[config.mk]
export PLATFORM = sky130hd
export DESIGN_NAME = branch_resolve_queue
export DESIGN_NICKNAME = d
export VERILOG_FILES = /design/src/rtl/branch_resolve_queue.sv
export SDC_FILE = /design/constraint.sdc
export NUM_CORES = 1
export LEC_CHECK = 0
export CAP_MARGIN = 20
export CORE_MARGIN = 2
export CORE_UTILIZATION = 55
export DETAILED_ROUTE_END_ITERATION = 12
export PLACE_DENSITY = 0.84
export REMOVE_ABC_BUFFERS = 1
export SYNTH_ARGS = -nofsm -noshare
export SYNTH_HDL_FRONTEND = slang
export SYNTH_SLANG_ARGS = --single-unit
[constraint.sdc]
create_clock -name clk -period 16.55 [get_ports clk]
set_clock_uncertainty 0.2 [all_clocks]
set_input_delay 3.31 -clock clk [delete_from_list [all_inputs] [get_ports clk]]
set_output_delay 3.31 -clock clk [all_outputs]
set_load 0.1 [all_outputs]
[src/rtl/branch_resolve_queue.sv]
// In-order queue of fetched instructions and their predicted next PCs. It checks each
// resolved next PC against the prediction, trains the predictor and redirects fetch on a miss.
module branch_resolve_queue #(
  parameter  int unsigned DEPTH = 8,
  localparam int unsigned PTR_W = $clog2(DEPTH)
) (
  input  logic             clk,
  input  logic             reset,
  input  logic             en,
  input  logic [31:0]      push_pc,
  input  logic [31:0]      push_instr,
  input  logic [31:0]      push_pred_pc,
  output logic             full,
  output logic             empty,
  output logic [PTR_W:0]   count,
  input  logic             resolve_valid,
  input  logic [31:0]      resolve_next_pc,
  output logic             upd_valid,
  output logic             miss,
  output logic [31:0]      last_pc,
  output logic [31:0]      last_instr,
  output logic             redirect_valid,
  output logic [31:0]      redirect_pc
);

  localparam int unsigned CNT_W = PTR_W + 1;

  typedef enum logic {
    ST_RUN   = 1'b0,
    ST_DRAIN = 1'b1
  } state_t;

  state_t r_state;
  state_t w_state_nxt;

  logic [31:0] r_pc_mem   [DEPTH];
  logic [31:0] r_instr_mem[DEPTH];
  logic [31:0] r_pred_mem [DEPTH];

  // The extra pointer bit tells a full queue apart from an empty one.
  logic [CNT_W-1:0] r_head;
  logic [CNT_W-1:0] r_tail;

  logic [CNT_W-1:0] w_count;
  logic [PTR_W-1:0] w_head_idx;
  logic [PTR_W-1:0] w_tail_idx;
  logic             w_full;
  logic             w_empty;
  logic             w_pop;
  logic             w_mis;
  logic             w_push;

  assign w_count    = r_tail - r_head;
  assign w_full     = (w_count == CNT_W'(DEPTH));
  assign w_empty    = (w_count == CNT_W'(0));
  assign w_head_idx = r_head[PTR_W-1:0];
  assign w_tail_idx = r_tail[PTR_W-1:0];

  assign w_pop  = resolve_valid && !w_empty;
  assign w_mis  = w_pop && (resolve_next_pc != r_pred_mem[w_head_idx]);
  assign w_push = en && (r_state == ST_RUN) && !w_mis && (!w_full || w_pop);

  assign full  = w_full;
  assign empty = w_empty;
  assign count = w_count;

  always_ff @(posedge clk or posedge reset) begin
    if (reset) begin
      r_state <= ST_RUN;
    end else begin
      r_state <= w_state_nxt;
    end
  end

  // DRAIN lasts one cycle and covers the redirect's trip back to fetch.
  always_comb begin
    w_state_nxt = r_state;
    case (r_state)
      ST_RUN:   if (w_mis) w_state_nxt = ST_DRAIN;
      ST_DRAIN: w_state_nxt = ST_RUN;
      default:  w_state_nxt = ST_RUN;
    endcase
  end

  // A miss makes every younger entry wrong-path, so it wipes the whole queue.
  always_ff @(posedge clk or posedge reset) begin
    if (reset) begin
      r_head <= '0;
      r_tail <= '0;
    end else if (w_mis) begin
      r_head <= '0;
      r_tail <= '0;
    end else begin
      if (w_push) r_tail <= r_tail + CNT_W'(1);
      if (w_pop)  r_head <= r_head + CNT_W'(1);
    end
  end

  always_ff @(posedge clk) begin
    if (w_push) begin
      r_pc_mem[w_tail_idx]    <= push_pc;
      r_instr_mem[w_tail_idx] <= push_instr;
      r_pred_mem[w_tail_idx]  <= push_pred_pc;
    end
  end

  always_ff @(posedge clk or posedge reset) begin
    if (reset) begin
      upd_valid      <= 1'b0;
      miss           <= 1'b0;
      last_pc        <= '0;
      last_instr     <= '0;
      redirect_valid <= 1'b0;
      redirect_pc    <= '0;
    end else begin
      upd_valid      <= w_pop;
      miss           <= w_mis;
      redirect_valid <= w_mis;
      if (w_pop) begin
        last_pc    <= r_pc_mem[w_head_idx];
        last_instr <= r_instr_mem[w_head_idx];
      end
      if (w_mis) redirect_pc <= resolve_next_pc;
    end
  end

endmodule

==> out/qor.txt, run 1 <==
Min-Delay Path Class: flop to flop
pre-CTS setup slack: 8001 ps
GRT Resource Usage Total: 25.41%
root buffer cell: clkbuf_16
Reg-to-Reg End: r_instr_mem[0][28]$_DFFE_PP_
largest net degree at the start of global routing: 105
max frequency: 128.8 MHz
overflow left after global routing: 0
Worst Hold Endpoint: r_state$_DFF_PP0_
antenna-violating nets left: 0
worst min-delay path startpoint: r_state$_DFF_PP0_
1st-iter DRT viols: 1890
vias per std cell: 6.259
Ports: 237
synthesized area: 0.03330 sq mm
CTS Sinks: 875
setup_tns: 0 ps
first-pass GRT wire length: 117100 um
Final Power: 6.611 mW
clk slew on worst S/H paths: 60 ps
max_slew headroom: 24.40%
Core Region: 0.06013 sq mm
CP Launch Point: resolve_next_pc[18]
final hold slack: 233.4 ps
# fillers: 3641
Yosys warning total: 0
Layout Nets: 2029
max-slew violation count: 0
post-layout min period: 7761 ps
Cells after DPL: 2586
setup ws final: 8789 ps
R2R setup slack: 9160 ps
Max VDD drop: 0.1044 mV
Yosys cell types: 52
vias in the first global route: 18.15k
Worst EP required: 16580 ps
worst r2r path cells: 11
Starting Density: 55.37%
Area Overhead vs Synth: 17.63%
Critical Path Source Type: input port
Post-synth EDFFs: 768
Max Cap Viol: 0
RR Startpoint: r_head[0]$_DFFE_PP0P_
setup violators final: 0
prevailing post-synth register cell: edfxtp_1
TritonCTS buffer count: 83
initial antenna violation count: 11
die height: 250.1 um
CTS Hold Buffers Added: 0
total die area: 0.06253 sq mm
critical path peak fanout: 61
RSZ-0062 raised after global routing: no
Mapped Cells: 1630
Power Dens Cells: 168.8 mW/mm^2
critical path type: input port to flop
Port Buffer Count: 236
DP HPWL: 42040 um
GPL Wtd Cong: 0.7891
final non-filler cell total: 2745
total routed wirelength: 78590 um
Post-Layout Inst Area: 0.03917 sq mm
CTS tree: built
final hold violation count: 0
Residual DRC: 0
Async SR Flop Fraction: 12.23%
Slew @ Worst Pin: 1134 ps
mean post-synth cell area: 20.43 sq um
Synth Register Bits: 875
clock latency on the worst-skew pair: 640 ps
CP Capture Type: flop
status: finished, final reports clean
hold depth: 1
number of H-tree levels: 3
layout cells sized above 1: 18.42%
leakage power: 12.77 nW
register area share after synthesis: 77.30%
Longest Clk Path Bufs: 3
worst path arrival time: 7800 ps
Tcrit/Tclk final: 46.90%
Final Core Density: 65.14%
Setup Buffers After CTS: 0
DR vias: 17.18k
area of placed instances: 0.03645 sq mm
Rows: 90
Die X: 250.1 um
Post-CTS Resized: 0
Routed WL per cell: 28.63 um
DRT Pass-1 Iters: 5
## worst max path at each step
stage | to | depth (start not counted)
after floorplan | r_instr_mem[7][0]$_DFFE_PP_ | 10
after global placement | r_pc_mem[0][22]$_DFFE_PP_ | 9
after detailed placement | r_pc_mem[0][31]$_DFFE_PP_ | 9
after CTS | r_instr_mem[0][21]$_DFFE_PP_ | 9
after global routing | r_instr_mem[0][28]$_DFFE_PP_ | 9
final | r_instr_mem[0][28]$_DFFE_PP_ | 9
## critical path, stage by stage
cell and delay [ps]:
clkdlybuf4s50_1 530, xor2_1 180, nand4_1 320, or4_1 510, or2_4 280, o21ai_4 180, buf_4 600, and4b_4 870
buf_4 870
## cells in the mapped netlist (5+ instances only)
cell        n  area (sq um)
a31oi_1    64         400.4
dfrtp_1   107          2678
ha_1        5         62.56
mux2_2      7         78.83
a22oi_1    21         157.7
nor2_1     79         296.5
buf_1      10         37.54
mux4_2    165          3716
nand2_1   143         536.8
nand4_1     5         31.28
buf_2      12         60.06
mux2_4     25         375.4
a21o_1      6         45.04
mux2i_1    65         650.6
clkbuf_1   48         180.2
xnor2_1    22         192.7
xor2_1     14         122.6
inv_1       7         26.28
mux4_1      5         131.4
edfxtp_1  768         23060
buf_4       6         45.04
## cells by family (layout without fill, tap and decap cells)
logic type / Yosys count / after routing / synth area share [%]
adders and majority gates: 6 / 6 / 0.2480
buffers and inverters: 93 / 423 / 1.417
DFF: 875 / 875 / 77.30
other: 0 / 3 / 0
AOI/OAI and AO/OA: 102 / 102 / 2.082
muxes: 267 / 267 / 14.87
xor gates and xnor gates: 36 / 36 / 0.9469
and+or+nand+nor: 251 / 251 / 3.130
## state kept, by name, summed over array words and instances, names as in the netlist
name,flops
last_instr,32
last_pc,32
r_head,4
r_instr_mem,256
r_pc_mem,256
r_pred_mem,256
r_state,1
r_tail,4
redirect_pc,32
redirect_valid,1
upd_valid,1
## metal layers
metal / part of all wire [%] / track usage (%) / vias up
met1: 38 / 33.66 / 8986
li1: - / - / 7070
met5: 0.16 / 0 / -
met4: 2.2 / 7.630 / 18
met2: 51 / 42.44 / 963
met3: 9.1 / 6.079 / 144
## power by group
part / internal, mW / leakage, nW / switching [mW] / total, mW
combinational: 0.463 / 3.30 / 1.42 / 1.88
clock: 1.05 / 1.30 / 0.807 / 1.86
sequential: 2.71 / 8.16 / 0.157 / 2.87
total: 4.23 / 12.8 / 2.38 / 6.61
## placed cells by master (no fill, tap or decap), drive strengths merged, types with 2 or more instances in the layout
master,count
clkbuf,117
dfrtp,107
clkinvlp,3
nand4,5
and4b,2
mux2i,65
nand2,143
mux4,170
o21ai,3
xnor2,22
and3,2
clkdlybuf4s50,236
nor2,80
a21o,6
nand4b,3
mux2,32
bufinv,4
nor2b,2
nor4,4
clkinv,27
a22oi,21
inv,13
or3,2
a31oi,64
xor2,14
ha,5
diode,3
nand3,3
buf,23
edfxtp,768
## cell type report
cell class	instances	area, sq um	area share, %
clock buffers	117	2340	5.974
repair buffers	259	2587	6.606
well taps	782	978.4	2.498
multi-input cells	662	7137	18.22
diodes	3	7.507	0.01917
clock inverters	37	316.6	0.8082
inverters	10	50.05	0.1278
flip-flops and latches	875	25750	65.75
(Power assumes the default switching activity.)
==> run 2, diff against run 1 <==
- clock period: 16.55 -> 7.5 ns (I/O delays scaled with it)
==> out/qor.txt, run 2 (synthesis gave the netlist of run 1 again) <==
Port Buffer Count: 236
clock latency on the worst-skew pair: 630 ps
final non-filler cell total: 2754
Max Cap Viol: 0
Core Region: 0.06013 sq mm
Final Power: 14.65 mW
final hold violation count: 0
total routed wirelength: 79520 um
vias per std cell: 6.331
Min-Delay Path Class: flop to flop
Ports: 237
Worst EP required: 5800 ps
most frequent cells in the layout: edfxtp_1 (768), clkdlybuf4s50_1 (236), mux4_2 (165), nand2_1 (143), dfrtp_1 (104)
Residual DRC: 0
1st-iter DRT viols: 2080
Critical Path Source Type: flop
critical path type: flop to primary output
max frequency: 171.3 MHz
Max VDD drop: 0.2632 mV
largest net degree at the start of global routing: 106
max_slew headroom: 21.37%
Cells after DPL: 2591
GPL Wtd Cong: 0.8241
critical path peak fanout: 50
DRT Pass-1 Iters: 7
initial antenna violation count: 8
Slew @ Worst Pin: 1176 ps
Starting Density: 55.37%
Final Core Density: 65.44%
first-pass GRT wire length: 117100 um
Die X: 250.1 um
CP Capture Type: primary output
Largest regs: r_instr_mem x256, r_pc_mem x256, r_pred_mem x256
GRT Resource Usage Total: 25.39%
Routed WL per cell: 28.88 um
leakage power: 12.83 nW
clk slew on worst S/H paths: 60 ps
setup violators final: 0
Post-CTS Resized: 0
layout cells sized above 1: 18.76%
Setup Buffers After CTS: 0
worst path arrival time: 4140 ps
status: finished, final reports clean
post-layout min period: 5837 ps
RSZ-0062 raised after global routing: no
overflow left after global routing: 0
TritonCTS buffer count: 83
CTS Hold Buffers Added: 0
DR vias: 17.44k
die height: 250.1 um
CTS tree: built
Rows: 90
CTS Sinks: 875
vias in the first global route: 18.15k
number of H-tree levels: 3
antenna-violating nets left: 0
Tcrit/Tclk final: 77.83%
root buffer cell: clkbuf_16
Area Overhead vs Synth: 18.18%
max-slew violation count: 0
commonest non-fill, non-tap cell in the layout: edfxtp_1
Longest Clk Path Bufs: 3
Power Dens Cells: 372.2 mW/mm^2
total die area: 0.06253 sq mm
DP HPWL: 42960 um
Layout Nets: 2034
[run 2: final timing paths]
path | start | to | slack, ps | depth (start not counted)
max | r_head[1]$_DFFE_PP0P_ | empty | 1660 | 8
min | r_state$_DFF_PP0_ | r_state$_DFF_PP0_ | 240 | 1
max reg2reg | r_head[1]$_DFFE_PP0P_ | r_pred_mem[3][19]$_DFFE_PP_ | 1820 | 11
min reg2reg | r_state$_DFF_PP0_ | r_state$_DFF_PP0_ | 240 | 1
max in group asynchronous | reset | r_head[2]$_DFFE_PP0P_ | 4600 | 3
min in group asynchronous | reset | last_pc[31]$_DFFE_PP0N_ | 1140 | 2
[run 2: area by class of cell]
type / count / area (sq um)
diodes: 5 / 12.51
clock buffers: 117 / 2347
clock inverters: 39 / 362.8
fillers: 3596 / 20780
inverters: 10 / 50.05
multi-input cells: 662 / 7137
flip-flops and latches: 875 / 25750
well taps: 782 / 978.4
repair buffers: 264 / 2710
[run 2: through the flow]
stage          area [sq um]  setup slack [ps]  hold WS, ps  setup TNS [ps]
2_1_floorplan         32870             -8866        203.2        -6912540
3_3_place_gp          36570              2026        217.6               0
3_5_place_dp          36590              1928        221.2               0
4_1_cts               39300              1617        230.2               0
5_1_grt               39340              1503        266.0               0
6_report              39350              1663        241.3               0
[run 2: report_power, final]
group	switching (mW)	total, mW	internal [mW]	leakage, nW
clock	1.77	4.14	2.37	1.32
combinational	3.13	4.19	1.06	3.35
sequential	0.334	6.31	5.98	8.16
total	5.24	14.6	9.40	12.8
[run 2: metal layers]
| metal | wire [um] | global-route usage (%) | vias up | part of all wire [%] |
|---|---|---|---|---|
| li1 | - | - | 7079 | - |
| met1 | 30370 | 34.86 | 9084 | 38 |
| met2 | 39350 | 41.05 | 1130 | 49 |
| met3 | 7432 | 4.926 | 135 | 9.3 |
| met4 | 2318 | 9.598 | 8 | 2.9 |
| met5 | 52 | 0 | - | 0.065 |
[run 2: worst max-delay path: stages, from the launching register on]
cell and delay (ps):
dfrtp_4 930, inv_1 250, ha_1 360, a21o_1 160, a21o_1 180, xor2_1 270, inv_1 120, nor2_1 110
clkdlybuf4s50_1 1130
